===== src/rtl/bcd_scan_counter.sv =====
// Multi-digit BCD up/down event counter with a time-multiplexed, anti-ghosting
// display scanner feeding a common-anode BCD-to-seven-segment decoder.
module bcd_scan_counter #(
  parameter int NUM_DIGITS = 4,
  parameter int SCAN_DIV   = 1000,
  parameter int LZ_BLANK   = 1
) (
  input  logic                    clk,
  input  logic                    rst_n,
  input  logic                    count_en,
  input  logic                    up_dn,
  input  logic                    clear,
  input  logic                    load,
  input  logic [4*NUM_DIGITS-1:0] load_val,
  output logic [4*NUM_DIGITS-1:0] value,
  output logic [3:0]              bcd_out,
  output logic [NUM_DIGITS-1:0]   digit_an,
  output logic                    wrap,
  output logic                    load_err
);

  localparam int W  = 4 * NUM_DIGITS;
  localparam int IW = (NUM_DIGITS > 1) ? $clog2(NUM_DIGITS) : 1;
  localparam int PW = $clog2(SCAN_DIV);
  localparam logic [PW-1:0]         PRE_LAST = PW'(SCAN_DIV - 1);
  localparam logic [IW-1:0]         IDX_LAST = IW'(NUM_DIGITS - 1);
  localparam logic [NUM_DIGITS-1:0] AN_DARK  = {NUM_DIGITS{1'b1}};
  localparam logic [NUM_DIGITS-1:0] AN_ONE   = {{(NUM_DIGITS-1){1'b0}}, 1'b1};
  localparam logic [W-1:0]          ALL_NINE = {NUM_DIGITS{4'h9}};
  localparam logic [W-1:0]          ALL_ZERO = {W{1'b0}};

  logic [PW-1:0] presc;
  logic [IW-1:0] idx;

  function automatic logic [W-1:0] bcd_inc(input logic [W-1:0] v);
    logic [W-1:0] r;
    logic         carry;
    r     = v;
    carry = 1'b1;
    for (int i = 0; i < NUM_DIGITS; i++) begin
      if (carry) begin
        if (v[4*i +: 4] == 4'd9) begin
          r[4*i +: 4] = 4'd0;
        end else begin
          r[4*i +: 4] = v[4*i +: 4] + 4'd1;
          carry       = 1'b0;
        end
      end
    end
    return r;
  endfunction

  function automatic logic [W-1:0] bcd_dec(input logic [W-1:0] v);
    logic [W-1:0] r;
    logic         borrow;
    r      = v;
    borrow = 1'b1;
    for (int i = 0; i < NUM_DIGITS; i++) begin
      if (borrow) begin
        if (v[4*i +: 4] == 4'd0) begin
          r[4*i +: 4] = 4'd9;
        end else begin
          r[4*i +: 4] = v[4*i +: 4] - 4'd1;
          borrow      = 1'b0;
        end
      end
    end
    return r;
  endfunction

  // Out-of-range nibbles are forced to 0 so no digit ever leaves 0..9.
  function automatic logic [W-1:0] bcd_sanitize(input logic [W-1:0] v);
    logic [W-1:0] r;
    r = v;
    for (int i = 0; i < NUM_DIGITS; i++) begin
      if (v[4*i +: 4] > 4'd9) begin
        r[4*i +: 4] = 4'd0;
      end
    end
    return r;
  endfunction

  function automatic logic bcd_has_bad(input logic [W-1:0] v);
    logic bad;
    bad = 1'b0;
    for (int i = 0; i < NUM_DIGITS; i++) begin
      if (v[4*i +: 4] > 4'd9) begin
        bad = 1'b1;
      end
    end
    return bad;
  endfunction

  function automatic logic [3:0] digit_at(input logic [W-1:0] v, input logic [IW-1:0] sel);
    logic [3:0] d;
    d = 4'd0;
    for (int i = 0; i < NUM_DIGITS; i++) begin
      if (int'(sel) == i) begin
        d = v[4*i +: 4];
      end
    end
    return d;
  endfunction

  // A digit is a leading zero when it and every more-significant digit are 0.
  function automatic logic lead_zero(input logic [W-1:0] v, input logic [IW-1:0] sel);
    logic blank;
    blank = (LZ_BLANK != 0) && (sel != {IW{1'b0}});
    for (int i = 0; i < NUM_DIGITS; i++) begin
      if ((i >= int'(sel)) && (v[4*i +: 4] != 4'd0)) begin
        blank = 1'b0;
      end
    end
    return blank;
  endfunction

  // Count path: clear > load > count strobe.
  always_ff @(posedge clk or negedge rst_n) begin
    if (!rst_n) begin
      value    <= ALL_ZERO;
      wrap     <= 1'b0;
      load_err <= 1'b0;
    end else if (clear) begin
      value    <= ALL_ZERO;
      wrap     <= 1'b0;
      load_err <= 1'b0;
    end else if (load) begin
      value    <= bcd_sanitize(load_val);
      wrap     <= 1'b0;
      load_err <= bcd_has_bad(load_val);
    end else if (count_en) begin
      load_err <= 1'b0;
      if (up_dn) begin
        value <= bcd_inc(value);
        wrap  <= (value == ALL_NINE);
      end else begin
        value <= bcd_dec(value);
        wrap  <= (value == ALL_ZERO);
      end
    end else begin
      wrap     <= 1'b0;
      load_err <= 1'b0;
    end
  end

  // Scanner: prescaler==0 is the dark slot; digit and blanking latch on leaving it.
  always_ff @(posedge clk or negedge rst_n) begin
    if (!rst_n) begin
      presc    <= {PW{1'b0}};
      idx      <= {IW{1'b0}};
      bcd_out  <= 4'd0;
      digit_an <= AN_DARK;
    end else if (presc == PRE_LAST) begin
      presc    <= {PW{1'b0}};
      idx      <= (idx == IDX_LAST) ? {IW{1'b0}} : idx + IW'(1);
      digit_an <= AN_DARK;
    end else begin
      presc <= presc + PW'(1);
      if (presc == {PW{1'b0}}) begin
        bcd_out  <= digit_at(value, idx);
        digit_an <= lead_zero(value, idx) ? AN_DARK : ~(AN_ONE << idx);
      end
    end
  end

endmodule


===== config.mk =====
export PLATFORM = sky130hd
export DESIGN_NAME = bcd_scan_counter
export DESIGN_NICKNAME = d
export VERILOG_FILES = /design/src/rtl/bcd_scan_counter.sv
export SDC_FILE = /design/constraint.sdc
export NUM_CORES = 1
export LEC_CHECK = 0
export CAP_MARGIN = 10
export CORE_UTILIZATION = 54
export DETAILED_ROUTE_END_ITERATION = 12
export PLACE_DENSITY = 0.77
export REMOVE_ABC_BUFFERS = 1
export SLEW_MARGIN = 20
export SYNTH_ARGS = -nofsm -noshare
export SYNTH_HDL_FRONTEND = slang
export SYNTH_SLANG_ARGS = --single-unit
export TNS_END_PERCENT = 5

===== constraint.sdc =====
create_clock -name clk -period 3 [get_ports clk]
set_clock_uncertainty 0.15 [all_clocks]
set_input_delay 0.6 -clock clk [delete_from_list [all_inputs] [get_ports clk]]
set_output_delay 0.6 -clock clk [all_outputs]
set_load 0.02 [all_outputs]

# == Yosys cells after proc, flatten, opt, wreduce, memory -nomap -nowiden ==
# Cells that the tools add are included.
# word_totals
ff_bits,38
input_bits,22
output_inout_bits,26
wordCells,148
# op_classes
n_addsub,10
magnitude_cmp,7
n_eq_ne,13
shift,1
n_mux,81
bitwise,2
reduce_logical,24
# ops
cell,count
$mux W4,25
$mux W16,4
$mux W1,50
$reduce_bool A4 Y1,7
$add A4 B1 Y4 const B,4
$eq A16 B16 Y1 const B,1
$eq A4 B4 Y1 const B,4
$gt A4 B4 Y1 const B,4
$logic_not A16 Y1,1
$logic_not A4 Y1,4
$sub A4 B1 Y4 const B,4
$ne A4 B1 Y1 const B,3
$add A10 B1 Y10 const B,1
$eq A10 B10 Y1 const B,1
$logic_not A10 Y1,1
$mux W10,1
$reduce_and A3 Y1,3
$eq A2 B2 Y1 const B,3
$ge A1 B2 Y1 const A,2
$not A4 Y4,1
$reduce_bool A2 Y1,2
$shl A1 B2 Y4 const A,1
$logic_and A1 B1 Y1,3
$reduce_bool A3 Y1,1
7 further kinds,7

# == Logic depth before layout (Yosys ltp) ==
# Gate-level depths: netlist of run 1.
# depth
word_depth,21
ltp_mapped,8
depth_no_buf,7

# == Worst setup path before layout of run 1 ==
# No wires, ideal clock.
# synth_timing
path_type,register to register
from,register value[4]
to,register value[13]
setup_time_ps,121
arrival_time_ps,1935
slack_ps,794
path_stages_with_launch,8
path_buffers,0
period_less_slack_ps,2206
path_cell_list,dfrtp_1 > inv_1 > ha_1 > or3b_1 > nor4_4 > a221oi_2 > nor2_1 > a22o_1
# synth_between
elab_chain_len,14
word_cells_on_any_way,27
cone_classes,eq/ne: 2; mux: 22; reduce/logical: 3
# synth_lines
item,line,rtl
start: declaration,15,"output logic [4*NUM_DIGITS-1:0] value,"
start signal: assignment,128,value <= bcd_sanitize(load_val);
start signal: assignment,134,value <= bcd_inc(value);
start signal: assignment,137,value <= bcd_dec(value);
$eq A4 B4 Y1 / $logic_not A4 Y1 (equally long branches),"42, 60",
"$mux W1, on equally long branches","42, 60",
"$mux W1, on equally long branches","41, 59",
$mux W1,133,if (up_dn) begin
$mux W1,131,end else if (count_en) begin
$mux W1,127,end else if (load) begin
$mux W1,123,end else if (clear) begin
"$mux W1, on equally long branches","41, 59",
$mux W1,133,
$mux W1,131,
$mux W1,127,
$mux W1,123,
$ne A4 B1 Y1 (no source line) / $reduce_bool A4 Y1 (equally long branches),n/a,
$reduce_and A3 Y1 (no source line) (*),n/a,
# Mark *: on every way between the ends. The rest lies on a longest branch, timed or not. The select of a mux whose other input is x is not followed.
# A chain may end at the register's enable or synchronous reset.

# == Worst setup path in the final report of run 1 ==
# layout_timing
from,register value[4]
to,register value[15]
# The elaborated chain is that of the path after synthesis.

==> results of run 1 <==
-- worst reg2reg max path, delay by kind of cell (launching register included) --
kind / cells / cell delay, ps
AOI/OAI and AO/OA: 2 / 730
adders and majority gates: 1 / 280
buffers and inverters: 1 / 140
DFF: 1 / 530
and+or+nand+nor: 3 / 540
-- cell type report --
| type | count | area (µm²) |
|---|---|---|
| fillers | 415 | 1560 |
| inverters | 26 | 97.6 |
| flip-flops and latches | 38 | 956 |
| clock inverters | 2 | 60.1 |
| multi-input cells | 268 | 1830 |
| repair buffers | 55 | 526 |
| clock buffers | 6 | 82.6 |
| well taps | 70 | 87.6 |
-- cell usage after synthesis, types with 4 or more instances --
cell | n | area (µm²)
ha_1 | 19 | 238
and3_1 | 6 | 37.5
dfrtp_1 | 34 | 851
o21ai_0 | 14 | 70.1
a31oi_1 | 11 | 68.8
nor3b_1 | 5 | 37.5
xnor2_1 | 4 | 35.0
nand3b_1 | 7 | 52.6
dfstp_2 | 4 | 105
nand2_1 | 27 | 101
inv_2 | 4 | 15.0
a21oi_1 | 26 | 130
o21ai_1 | 14 | 70.1
nand3_1 | 17 | 85.1
clkbuf_1 | 11 | 41.3
nor2b_1 | 7 | 43.8
o31ai_1 | 4 | 30.0
nor3_1 | 4 | 20.0
mux2_1 | 4 | 45.0
inv_1 | 20 | 75.1
buf_2 | 4 | 20.0
a22o_1 | 4 | 35.0
a211oi_1 | 5 | 37.5
nand2b_1 | 4 | 25.0
nor2_1 | 24 | 90.1
a221oi_1 | 7 | 61.3
-- sequential cells by signal, summed over array words and instances (netlist names) --
signal / cells
bcd_out: 4
idx: 2
digit_an: 4
presc: 10
value: 16
load_err: 1
wrap: 1
-- metrics by stage --
step | cell area (µm²) | power, mW
after global routing | 3640 | 1.56
final | 3640 | 1.49
after global placement | 3500 | 0.948
after CTS | 3640 | 1.49
after floorplan | 2890 | 0.790
after detailed placement | 3500 | 0.955
-- routing by layer --
layer	track usage [%]	vias to the layer above	part of all wire, %
met5	0	-	0
met4	5.96	0	0.70
met3	4.43	7	6.7
met2	40.8	84	45
met1	39.6	1313	48
li1	-	1372	-
-- where the power goes --
part,total (mW),switching (mW),internal [mW]
registers,0.584,0.0519,0.533
logic,0.365,0.197,0.168
clock network,0.537,0.182,0.355
total,1.49,0.431,1.05
-- logic make-up (layout without fill, tap and decap cells) --
group,after synthesis,after routing,share of synthesized area [%]
DFF,38,38,32.3
xor gates and xnor gates,7,7,2.07
adders and majority gates,19,19,8.02
muxes,7,7,2.95
AOI/OAI and AO/OA,110,110,25.0
and+or+nand+nor,125,125,23.9
buffers and inverters,43,89,5.87
-- worst max-delay path by stage --
| stage | from | to | cells past startpoint |
|---|---|---|---|
| global placement | up_dn | value[8] | 6 |
| detailed placement | up_dn | value[9] | 6 |
| finish | value[4] | value[15] | 7 |
| global route | value[4] | value[15] | 7 |
| CTS | value[4] | value[15] | 7 |
| floorplan | value[4] | value[13] | 7 |
==> results.txt, run 1 <==
Outcome = complete, no violations
Post-synth EDFFs = 0
Clock transition at the registers of the reported paths = 80 ps
Site row count = 26
First-pass GRT wire length = 12400 µm
Worst vdd ir = 0.455 mV
Die H = 76.1 µm
Synth Area per Inst = 8.49 µm²
Most common cell after layout, fill and taps aside = clkdlybuf4s50_1
Pins Over Slew Limit = 0
Residual DRC = 0
Final worst slack = 543 ps
CTS root buf = clkbuf_8
TritonCTS clock tree = built
Setup bufs post-CTS = 0
Post-DRT Antenna Nets = 0
Final cell count without fillers = 465
Total wire length = 7420 µm
Worst r2r path cells = 7
MaxCap Viol Count = 0
Synth Warn # = 0
Hold Violations, Final = 0
Prevailing post-synth register cell = dfrtp_1
Crit path arrival time = 2490 ps
# nets final = 435
Initial Util = 56.9%
CP Cell Sequence = inv_1 > ha_1 > or3b_1 > nor4_4 > a221oi_2 > nor2_1 > a22o_1
Pwr dens = 408 nW/µm²
# diodes = 0
Worst-margin pin slew = 848 ps
Largest net degree at the start of global routing = 39
Hold buffers post-CTS = 0
Area of the die = 5790 µm²
Syn Inst Count = 349
Setup CP Type = reg2reg
Drt first pass iters = 5
Reg2Reg Setup Slack = 540 ps
Crit Path Max Fanout = 9
Port Buffer Count = 47
Bufs and invs on worst path = 1
Part of the Yosys area used for sequential elements = 32.2%
Mapped Area = 2960 µm²
Clock net sink count = 38
Layout cells sized above 1 = 10.1%
Pre-CTS WS = 435 ps
Slew margin rel. = 43.4%
Fin util = 70.0%
Die Width = 76.1 µm
Peak Freq = 407 MHz
Crit end category = register
Routed vias/inst = 5.97
Crit path max-delay cell type = dfrtp_1
Synth cell types = 65
Setup tns final = 0 ps
P&R area growth vs syn = 22.9%
Static Leak = 1.50 nW
Critical path required time = 3030 ps
Most frequent cells in the layout = clkdlybuf4s50_1, dfrtp_1, nand2_1
Clock Latency Late Sink = 290 ps
Placer Congestion = 0.861
Clock Path Buffers = 2
Hold Path Class = in2async
GRT Total Usage = 26.7%
Reg2reg end = value[15]
Worst hold slack = 263 ps
RSZ-0062 raised after global routing = false
Total CTS buffers = 5
Core box area = 5200 µm²
Initial antenna violation count = 0
Htree depth = 2
Asr flop ratio synth = 100%
Synth Register Bits = 38
Final worst-path cycle share = 81.9%
Final Critical Period = 2460 ps
CTS resizes = 0
R2R Path Start = value[4]
Hpwl dp = 5560 µm
Number of DRC markers in iteration 0 = 195
Placed cells = 457
Startpoint types = register
Global route overflow = 0
Final setup fails = 0
Crit path max-delay family = compound AO/OA/AOI/OAI gates
Vias in the first global route = 2559
Critical path's largest stage delay = 530 ps
Drt wl/cell = 16.0 µm
Vias = 2776
Boundary Pins = 48
(Power assumes the default switching activity.)
==> inputs of run 2 (changes only) <==
--- a/config.mk
+++ b/config.mk
@@ -6,9 +6,9 @@
 export NUM_CORES = 1
 export LEC_CHECK = 0
 export CAP_MARGIN = 10
-export CORE_UTILIZATION = 54
+export CORE_UTILIZATION = 49
 export DETAILED_ROUTE_END_ITERATION = 12
-export PLACE_DENSITY = 0.77
+export PLACE_DENSITY = 0.73
 export REMOVE_ABC_BUFFERS = 1
 export SLEW_MARGIN = 20
 export SYNTH_ARGS = -nofsm -noshare
==> constraint.sdc (replaced) <==
create_clock -name clk -period 2.18 [get_ports clk]
set_clock_uncertainty 0.15 [all_clocks]
set_input_delay 0.436 -clock clk [delete_from_list [all_inputs] [get_ports clk]]
set_output_delay 0.436 -clock clk [all_outputs]
set_load 0.02 [all_outputs]
==> run 2 against run 1 <==
- sequential power is 32% higher
- routed wire length is 18% higher
- sequential cell count stayed put
- register-to-register slack worse by 480 ps
- non-clock buffer count is 34 higher
- clock-buffer cell count is 1 lower
- largest power group unchanged
- critical path depth stayed put
- combinational power is 71% higher
- clock power is 39% higher
- final cell count is 7.7% higher
==> results.txt, run 2 (synthesized netlist as in run 1, its figures left out) <==
Number of DRC markers in iteration 0 = 397
Setup bufs post-CTS = 0
Crit end category = register
Worst-margin pin slew = 511 ps
Final worst-path cycle share = 97.7%
Area of the die = 6360 µm²
Total wire length = 8780 µm
CTS root buf = clkbuf_8
Hpwl dp = 6530 µm
Static Leak = 1.66 nW
Site row count = 27
Largest net degree at the start of global routing = 39
Most flops, register = value
Pwr Total = 2.14 mW
Crit Path Max Fanout = 10
Crit path max-delay cell type = clkdlybuf4s50_1
Setup tns final = 0 ps
Vias in the first global route = 3012
Placer Congestion = 0.928
Slew margin rel. = 65.9%
Clock Latency Late Sink = 310 ps
Critical path's largest stage delay = 540 ps
Total CTS buffers = 5
Htree depth = 2
Startpoint types = input port
Most common cell after layout, fill and taps aside = clkdlybuf4s50_1
TritonCTS clock tree = built
Worst vdd ir = 0.371 mV
Final worst slack = 49.6 ps
Outcome = complete, no violations
Post-DRT Antenna Nets = 0
Global route overflow = 0
Crit path max-delay family = buffers and inverters
RSZ-0062 raised after global routing = true
Layout cells sized above 1 = 18.9%
Final cell count without fillers = 501
Final Critical Period = 2130 ps
Initial antenna violation count = 0
Crit path arrival time = 2180 ps
Critical path required time = 2230 ps
Pre-CTS WS = -251 ps
Clock Path Buffers = 2
Bufs and invs on worst path = 3
Drt wl/cell = 17.5 µm
Residual DRC = 0
Setup CP Type = in2reg
Drt first pass iters = 5
Hold buffers post-CTS = 0
Die H = 79.8 µm
Boundary Pins = 48
Hold Violations, Final = 0
Pwr dens = 547 nW/µm²
CP Cell Sequence = clkdlybuf4s50_1 > buf_4 > buf_4 > and3_1 > o21a_1 > o221ai_1 > a311oi_1
Vias = 3073
Routed vias/inst = 6.13
Most used cell, CP = buf_4
Final setup fails = 0
Core box area = 5680 µm²
First-pass GRT wire length = 14500 µm
Worst hold slack = 40.5 ps
Port Buffer Count = 47
P&R area growth vs syn = 32.3%
Placed cells = 493
GRT Total Usage = 29.9%
Clock net sink count = 38
Fin area = 3920 µm²
Die Width = 79.8 µm
Initial Util = 52.2%
Peak Freq = 469 MHz
Clock transition at the registers of the reported paths = 90 ps
Largest regs = value x16, presc x10
# nets final = 469
Hold Path Class = in2async
Pins Over Slew Limit = 0
# diodes = 0
Number of flip-flops under the largest register name = 16
MaxCap Viol Count = 0
Post-Place Cell Area = 3760 µm²
Fin util = 69.1%
Most frequent cells in the layout = clkdlybuf4s50_1, buf_4, dfrtp_1
run 2: area by class of cell:
type                            instances  area [µm²]
Multi-Input combinational cell        268        1860
Fill cell                             479        1750
Sequential cell                        38         958
Timing Repair Buffer                   89         781
Inverter                               26        97.6
Tap cell                               72        90.1
Clock buffer                            5        68.8
Clock inverter                          3        68.8
run 2: report_power, final:
part	internal, mW	total, mW	switching (mW)	leakage, nW
clock	0.459	0.748	0.289	0.0683
combinational	0.286	0.624	0.338	1.11
sequential	0.734	0.771	0.0370	0.485
run 2: worst reg2reg max path, delay by kind of cell, from the launching register on:
kind | cells | cell delay [ps]
AO/OA/AOI/OAI | 1 | 90
adder cells (fa/ha/maj) | 1 | 180
buffers and inverters | 1 | 110
flip-flops | 1 | 410
multiplexers | 1 | 330
AND/OR/NAND/NOR | 3 | 740
run 2: per-layer routing:
| layer | routed length [µm] | track usage [%] | up-vias |
|---|---|---|---|
| met3 | 653 | 5.14 | 28 |
| met1 | 3910 | 41.2 | 1480 |
| li1 | - | - | 1429 |
| met4 | 290 | 13.6 | 0 |
| met2 | 3930 | 45.6 | 136 |
| met5 | 0 | 0 | - |
run 2: worst paths after layout:
check                         start   endpoint  slack, ps  cells past startpoint
max reg2reg                value[0]   value[9]         60                      7
min reg2reg                presc[0]   presc[0]        350                      1
min                           rst_n   value[6]         40                      2
max                           up_dn   value[6]         50                      7
min in group clk           presc[0]   presc[0]        350                      1
max in group asynchronous     rst_n  value[11]       1460                      2
run 2: what timing repair did:
action,in CTS,in global routing
endpoints found under the hold margin,0,0
pin swaps,0,1
endpoints found under the setup margin,1,9
gates resized for setup,1,7
